File: src/rtl/button_conditioner_if.sv
// rtl/button_conditioner_if.sv - button pin and conditioned event signals
// master drives the raw pin and observes events; slave is the conditioner.
interface button_conditioner_if;
  logic btn_in;
  logic btn_level;
  logic press_pulse;
  logic release_pulse;
  logic long_pulse;

  modport master (
    output btn_in,
    input  btn_level,
    input  press_pulse,
    input  release_pulse,
    input  long_pulse
  );

  modport slave (
    input  btn_in,
    output btn_level,
    output press_pulse,
    output release_pulse,
    output long_pulse
  );
endinterface

File: src/rtl/button_conditioner.sv
// rtl/button_conditioner.sv - synchronizer, debounce FSM and press/release/long-press strobes
// All outputs are registered; the pin only reaches the FSM through two flops.
module button_conditioner #(
  parameter int DEBOUNCE_CYCLES = 200000,
  parameter int LONG_CYCLES     = 8000000,
  parameter int CNT_W           = 24,
  parameter int ACTIVE_LOW      = 0
) (
  input logic                clk,
  input logic                rst,
  button_conditioner_if.slave bus
);

  typedef enum logic [2:0] {REL, PDB, PRS, LNG, RDB} state_t;

  localparam logic             INV       = (ACTIVE_LOW != 0);
  localparam logic [CNT_W-1:0] DB_LAST   = CNT_W'(DEBOUNCE_CYCLES - 1);
  localparam logic [CNT_W-1:0] LONG_LAST = CNT_W'(LONG_CYCLES - 1);

  state_t             state_q;
  logic               sync1_q, sync2_q;
  logic [CNT_W-1:0]   db_cnt_q, hold_cnt_q;
  logic               long_seen_q;
  logic               level_q, press_q, release_q, long_q;
  logic               n_in;

  assign n_in = bus.btn_in ^ INV;

  always_ff @(posedge clk or posedge rst) begin
    if (rst) begin
      state_q     <= REL;
      sync1_q     <= 1'b0;
      sync2_q     <= 1'b0;
      db_cnt_q    <= '0;
      hold_cnt_q  <= '0;
      long_seen_q <= 1'b0;
      level_q     <= 1'b0;
      press_q     <= 1'b0;
      release_q   <= 1'b0;
      long_q      <= 1'b0;
    end else begin
      sync1_q   <= n_in;
      sync2_q   <= sync1_q;
      press_q   <= 1'b0;
      release_q <= 1'b0;
      long_q    <= 1'b0;
      case (state_q)
        REL: begin
          if (sync2_q) begin
            state_q  <= PDB;
            db_cnt_q <= '0;
          end
        end
        PDB: begin
          if (!sync2_q) begin
            state_q <= REL;
          end else if (db_cnt_q == DB_LAST) begin
            state_q     <= PRS;
            press_q     <= 1'b1;
            level_q     <= 1'b1;
            hold_cnt_q  <= '0;
            long_seen_q <= 1'b0;
          end else begin
            db_cnt_q <= db_cnt_q + CNT_W'(1);
          end
        end
        PRS: begin
          // hold_cnt is left untouched on the way to RDB so a bounce resumes timing
          if (!sync2_q) begin
            state_q  <= RDB;
            db_cnt_q <= '0;
          end else if (hold_cnt_q == LONG_LAST) begin
            state_q     <= LNG;
            long_q      <= 1'b1;
            long_seen_q <= 1'b1;
          end else begin
            hold_cnt_q <= hold_cnt_q + CNT_W'(1);
          end
        end
        LNG: begin
          if (!sync2_q) begin
            state_q  <= RDB;
            db_cnt_q <= '0;
          end
        end
        RDB: begin
          if (sync2_q) begin
            state_q <= long_seen_q ? LNG : PRS;
          end else if (db_cnt_q == DB_LAST) begin
            state_q     <= REL;
            release_q   <= 1'b1;
            level_q     <= 1'b0;
            long_seen_q <= 1'b0;
          end else begin
            db_cnt_q <= db_cnt_q + CNT_W'(1);
          end
        end
        default: state_q <= REL;
      endcase
    end
  end

  assign bus.btn_level     = level_q;
  assign bus.press_pulse   = press_q;
  assign bus.release_pulse = release_q;
  assign bus.long_pulse    = long_q;

endmodule

File: src/flat_wrapper.sv
// flat-port wrapper written by rule: the top's interface ports become plain ports
module button_conditioner_flat 
#(
  parameter int DEBOUNCE_CYCLES = 200000,
  parameter int LONG_CYCLES     = 8000000,
  parameter int CNT_W           = 24,
  parameter int ACTIVE_LOW      = 0
)
  (clk, rst, bus_btn_in, bus_btn_level, bus_press_pulse, bus_release_pulse, bus_long_pulse);
  button_conditioner_if bus_i ();
  input logic clk;
  input logic rst;
  input wire logic [$bits(bus_i.btn_in)-1:0] bus_btn_in;
  output wire logic [$bits(bus_i.btn_level)-1:0] bus_btn_level;
  output wire logic [$bits(bus_i.press_pulse)-1:0] bus_press_pulse;
  output wire logic [$bits(bus_i.release_pulse)-1:0] bus_release_pulse;
  output wire logic [$bits(bus_i.long_pulse)-1:0] bus_long_pulse;
  assign bus_i.btn_in = bus_btn_in;
  assign bus_btn_level = bus_i.btn_level;
  assign bus_press_pulse = bus_i.press_pulse;
  assign bus_release_pulse = bus_i.release_pulse;
  assign bus_long_pulse = bus_i.long_pulse;
  button_conditioner #(.DEBOUNCE_CYCLES(DEBOUNCE_CYCLES), .LONG_CYCLES(LONG_CYCLES), .CNT_W(CNT_W), .ACTIVE_LOW(ACTIVE_LOW)) u_core (.clk(clk), .rst(rst), .bus(bus_i));
endmodule
File: config.mk
export PLATFORM = sky130hd
export DESIGN_NAME = button_conditioner_flat
export DESIGN_NICKNAME = d
export VERILOG_FILES = /design/src/rtl/button_conditioner_if.sv /design/src/rtl/button_conditioner.sv /design/src/flat_wrapper.sv
export SDC_FILE = /design/constraint.sdc
export NUM_CORES = 1
export LEC_CHECK = 0
export ABC_AREA = 1
export BUFFER_PORTS_ARGS = -buffer_cell sky130_fd_sc_hd__buf_2
export CAP_MARGIN = 10
export CELL_PAD_IN_SITES_DETAIL_PLACEMENT = 0
export CELL_PAD_IN_SITES_GLOBAL_PLACEMENT = 1
export CORE_ASPECT_RATIO = 0.6
export CORE_MARGIN = 3
export CORE_UTILIZATION = 46
export DETAILED_ROUTE_END_ITERATION = 8
export GPL_ROUTABILITY_DRIVEN = 0
export PLACE_DENSITY = 0.84
export RECOVER_POWER = 50
export SLEW_MARGIN = 30
export SYNTH_ARGS = -nofsm -noshare
export SYNTH_HDL_FRONTEND = slang
export SYNTH_SLANG_ARGS = --single-unit
File: constraint.sdc
create_clock -name clk -period 2.3 [get_ports clk]
set_input_delay 0.575 -clock clk [delete_from_list [all_inputs] [get_ports clk]]
set_output_delay 0.575 -clock clk [all_outputs]
set_load 0.01 [all_outputs]
# Word-level counts from Yosys, hierarchy flattened
# Cells that the tools add are included.
# word_totals
reg_bits	58
output_inout_bits	4
word_cells	82
# op_classes
n_reduce_logical	11
eq_ne	19
add_sub_neg	2
muxes	40
# ops
operator	count
two-way mux 24 bit	9
one-hot mux 24 bit (4 select lines)	1
adder 24 x 1 -> 24 bit (second input constant)	2
one-hot mux 24 bit (2 select lines)	1
AND reduction 5 bit	5
equality test 24 x 18 -> 1 bit (second input constant)	1
equality test 24 x 23 -> 1 bit (second input constant)	1
two-way mux 3 bit	8
two-way mux 1 bit	18
one-hot mux 3 bit (5 select lines)	1
!= test 2 x 1 -> 1 bit (second input constant)	6
!= test 2 bit (second input constant)	4
equality test 3 x 2 -> 1 bit (second input constant)	2
!= test 3 bit (second input constant)	2
nonzero test 2 bit	2
nonzero test 4 bit	1
equality test 3 x 1 -> 1 bit (second input constant)	1
equality test 3 bit (second input constant)	1
logical NOT 3 bit	1
!= test 3 x 1 -> 1 bit (second input constant)	1
one-hot mux 1 bit (3 select lines)	1
nonzero test 3 bit	1
one-hot mux 1 bit (2 select lines)	1
OR reduction 2 bit	1

# Depth between registers and ports, before layout
# depth
ltp_word	4
depth_mapped	12

# Least setup slack after synthesis
# OpenSTA, ideal clock, no wires.
# synth_path
kind	reg2reg
from	register u_core.db_cnt_q[0]
to	register u_core.hold_cnt_q[14]
path_stages_with_launch	10
required_ns	2.172
arrival_time_ns	1.569
n_path_buf	1
synth_period_minus_slack_ns	1.697
slack_ns	0.603
setup_time_ns	0.128
path_cell_list	dfrtp_1 > ha_1 > nand3_2 > nor2_1 > nand3_1 > nor2_2 > nor2_1 > buf_2 > nand2_1 > o21ai_0
# synth_between
elab_chain_cells	3
# synth_rtl
item	line_no	text
start, declared	button_conditioner.sv:22	logic [CNT_W-1:0] db_cnt_q, hold_cnt_q;
start signal, assigned	button_conditioner.sv:64	db_cnt_q <= db_cnt_q + CNT_W'(1);
start signal, assigned	button_conditioner.sv:95	db_cnt_q <= db_cnt_q + CNT_W'(1);
equality test 24 x 18 -> 1 bit	button_conditioner.sv:57	end else if (db_cnt_q == DB_LAST) begin
!= test 2 x 1 -> 1 bit (no line)	--	
AND reduction 5 bit (no line)	--	
end signal, assigned	button_conditioner.sv:77	hold_cnt_q <= hold_cnt_q + CNT_W'(1);
end, declared	button_conditioner.sv:22	
# Every way passes these cells.
# A chain may end at the register's enable or synchronous reset.

# Final worst setup path
# layout_path
from	register u_core.db_cnt_q[0]
to	register u_core.hold_cnt_q[4]
# Same word-level chain as after synthesis.

==> metrics <==
fin util=0.5455; initial drt markers=~330; router iterations before antenna repair=5; crit-path most repeated cell=nor2_1; initial antenna violation count=0; # clock sinks=slightly below 60; Starting Density=0.4920; Die W=121.9 µm; yosys warns=0; hold_sp=bus_btn_in; min-delay worst type=in -> reg; worst slew pin tran=991.2 ps; CP max-delay cell=dfrtp_1; DIE AREA=slightly above 9000 µm²; Synth Area in XOR/XNOR=0.06140; Crit Path Class=reg -> reg; first-pass GRT wire length=about 15000 µm; status=completed; pwr/cell area=~780 nW/µm²; synthesized net count=between 500 and 600; later-pin clock latency in the skew report=between 300 and 400 ps; total power=3207 µW; required time of the critical path=approximately 2500 ps; Port Buffer Count=6; fin. max-slew vios=0; fin nets=565; TNS Setup=0 ps; Hold Path Sink=u_core.sync1_q$_DFF_PP0_; CTS Buf Count=9; post-synthesis mux area share=0; Worst Path Arrival=around 2200 ps; Max Root-Sink Buffers=2; reg2reg end=u_core.hold_cnt_q[4]$_DFFE_PP0P_; cell area after layout=4111 µm²; GR Overflow Total=0; Post-Synth Simple-Gate Area=0.3893; post-synthesis compound-gate area fraction=0.06343; core outline area=approximately 7500 µm²; Max transition margin=0.3385; flops & latches, synth=58; Max-cap violations=0; # DRC=0; number of top-level pins=7; VDD IR max=~0.35 mV; CP cell instances=ha_1 > nand3_2 > nor2_1 > nand3_1 > nor2_2 > nor2_1 > buf_4 > nand2_1 > o21ai_0; share of post-route cells with drive strength above 1=0.08171; Critical path buffers and inverters=1; CTS Root Cell=clkbuf_16; hold buffers post-CTS=0; drt total wl=between 9000 and 10000 µm; crit-path max cell delay=around 430 ps; vias per inst=about 5.0; clk_skew=about 5.7 ps; cells on worst reg2reg path=9; Post-Synth Adder-Cell Area=0.006748; die height=approximately 76 µm; n_diodes=0; Worst R2R Start=u_core.db_cnt_q[0]$_DFFE_PP0P_; P&R area growth vs syn=10.86%; sequential area share after synthesis=0.3914; largest family of logic cells by synthesized area=simple AND/OR/NAND/NOR gates; Post-Syn Instances=549; Leak=0.001886 µW; CP Max Fanout=20; hold slack=around 360 ps; clk slew on worst S/H paths=roughly 50 ps; Hold Violations, Final=0; H-tree level count=3; Crit path max-delay family=simple AND/OR/NAND/NOR gates; vias in the first global route=slightly below 3000; pin count of the biggest net entering global routing=36; routed via count=3357; Placed Instance Area=between 3000 and 4000 µm²; crit path time final=around 2000 ps; Syn Std Cell Area=roughly 3700 µm²; unrepaired setup endpoints after global routing=false; post-synth cell types=29; Reg2Reg Setup Slack=around 280 ps; final setup fails=0; final worst-path cycle share=0.8784; fmax=0.4950 GHz; TritonCTS clock tree=built; Synth Area per Inst=between 6 and 7 µm²; Critical Path Start=u_core.db_cnt_q[0]$_DFFE_PP0P_; post-cts resize count=0; global-route usage over all layers=0.2159; remaining antenna violation count=0; hpwl dp=around 6600 µm; Post-CTS Setup Inserts=0; num rows=24; startpoint types=register; hold path cells=1; Crit. End Element=register; drt wl/cell=around 14 µm; CP Depth=9
cell usage after synthesis:
library cell	instances	area, µm²
nand3_2	2	20.02
buf_6	1	11.26
o21ai_0	19	95.09
inv_2	7	26.28
o21bai_1	1	7.510
nor2_4	4	45.04
nor2_1	72	270.3
nor2_2	7	43.79
xnor2_1	2	17.52
inv_1	62	232.7
clkbuf_1	2	7.510
o21ai_1	19	95.09
buf_2	7	35.03
clkbuf_2	1	5.000
o21ai_2	1	8.760
nand2_2	1	6.260
nand3b_1	2	15.01
nand3_1	42	210.2
nor3_2	2	20.02
nand2_1	179	671.9
nand4_1	8	50.05
ha_1	2	25.02
o221ai_1	1	8.760
nor4_1	1	6.260
nor3_1	17	85.08
a21oi_1	4	20.02
xor2_1	24	210.2
buf_4	1	7.510
dfrtp_1	58	1451
registers in the layout (all words and copies together), names as in the netlist:
| register | count |
|---|---|
| u_core.bus.btn_level | 1 |
| u_core.bus.press_pulse | 1 |
| u_core.sync1_q | 1 |
| u_core.state_q | 3 |
| u_core.sync2_q | 1 |
| u_core.hold_cnt_q | 24 |
| u_core.db_cnt_q | 24 |
| u_core.bus.long_pulse | 1 |
| u_core.bus.release_pulse | 1 |
| u_core.long_seen_q | 1 |
cells in the final DEF, fill, tap and decap left out:
| cell type | netlist | final |
|---|---|---|
| nand3_1 | 42 | 42 |
| nor3_2 | 2 | 2 |
| ha_1 | 2 | 2 |
| inv_1 | 62 | 62 |
| nand4_1 | 8 | 8 |
| buf_12 | 0 | 1 |
| dfrtp_1 | 58 | 58 |
| o21ai_2 | 1 | 1 |
| nor2_2 | 7 | 7 |
| buf_2 | 7 | 6 |
| clkbuf_1 | 2 | 4 |
| xnor2_1 | 2 | 2 |
| clkbuf_2 | 1 | 1 |
| nor2_1 | 72 | 72 |
| o21ai_0 | 19 | 19 |
| nand3_2 | 2 | 2 |
| clkbuf_16 | 0 | 9 |
| o21bai_1 | 1 | 1 |
| o21ai_1 | 19 | 19 |
| a21oi_1 | 4 | 4 |
| nand3b_1 | 2 | 2 |
| nand2_2 | 1 | 1 |
| xor2_1 | 24 | 24 |
| nand2_1 | 179 | 179 |
| nor4_1 | 1 | 1 |
| nor3_1 | 17 | 17 |
| buf_4 | 1 | 4 |
| nor2_4 | 4 | 4 |
| inv_2 | 7 | 7 |
| clkbuf_8 | 0 | 1 |
| o221ai_1 | 1 | 1 |
report_power, final:
part	switching, µW	internal, µW	leakage [µW]
logic	612	244	0.000964
clock network	447	747	0.000123
registers	74.7	1080	0.000799
total	1130	2070	0.00189
routing by layer:
metal	global-route usage	routed length (µm)	vias to the layer above	part of all wire
met1	0.3431	5109	1514	0.57
met4	0.06832	112	0	0.012
met3	0.05861	559	10	0.062
li1	-	-	1749	-
met5	0	0	-	0
met2	0.2763	3246	84	0.36
cell type report:
type / instances / area (µm²)
sequential: 58 / 1451
tap: 104 / 130.1
timing repair buffer: 12 / 85.08
inverter: 69 / 259.0
clock buffer: 14 / 254.0
fill: 760 / 3426
multi-input combinational: 410 / 1932
how the worst max path moves through the flow:
stage	end	slack (ps)
after global routing	u_core.hold_cnt_q[7]$_DFFE_PP0P_	50
after detailed placement	u_core.hold_cnt_q[3]$_DFFE_PP0P_	280
after floorplan	u_core.bus.btn_level$_DFFE_PP0P_	300
after global placement	u_core.db_cnt_q[8]$_DFFE_PP0P_	350
after CTS	u_core.hold_cnt_q[4]$_DFFE_PP0P_	260
final	u_core.hold_cnt_q[4]$_DFFE_PP0P_	280
cells by family after synthesis:
logic type	Yosys count
XOR/XNOR	26
adder cells (fa/ha/maj)	2
AO/OA/AOI/OAI	45
flip-flops	58
buffers and inverters	81
AND/OR/NAND/NOR	337
stage by stage:
stage          instances  worst slack [ps]
6_report             667             279.6
5_1_grt              667             48.03
4_1_cts              667             262.1
3_5_place_dp         653             275.3
3_3_place_gp         653             352.9
2_1_floorplan        549             297.0
(Power assumes the default switching activity.)
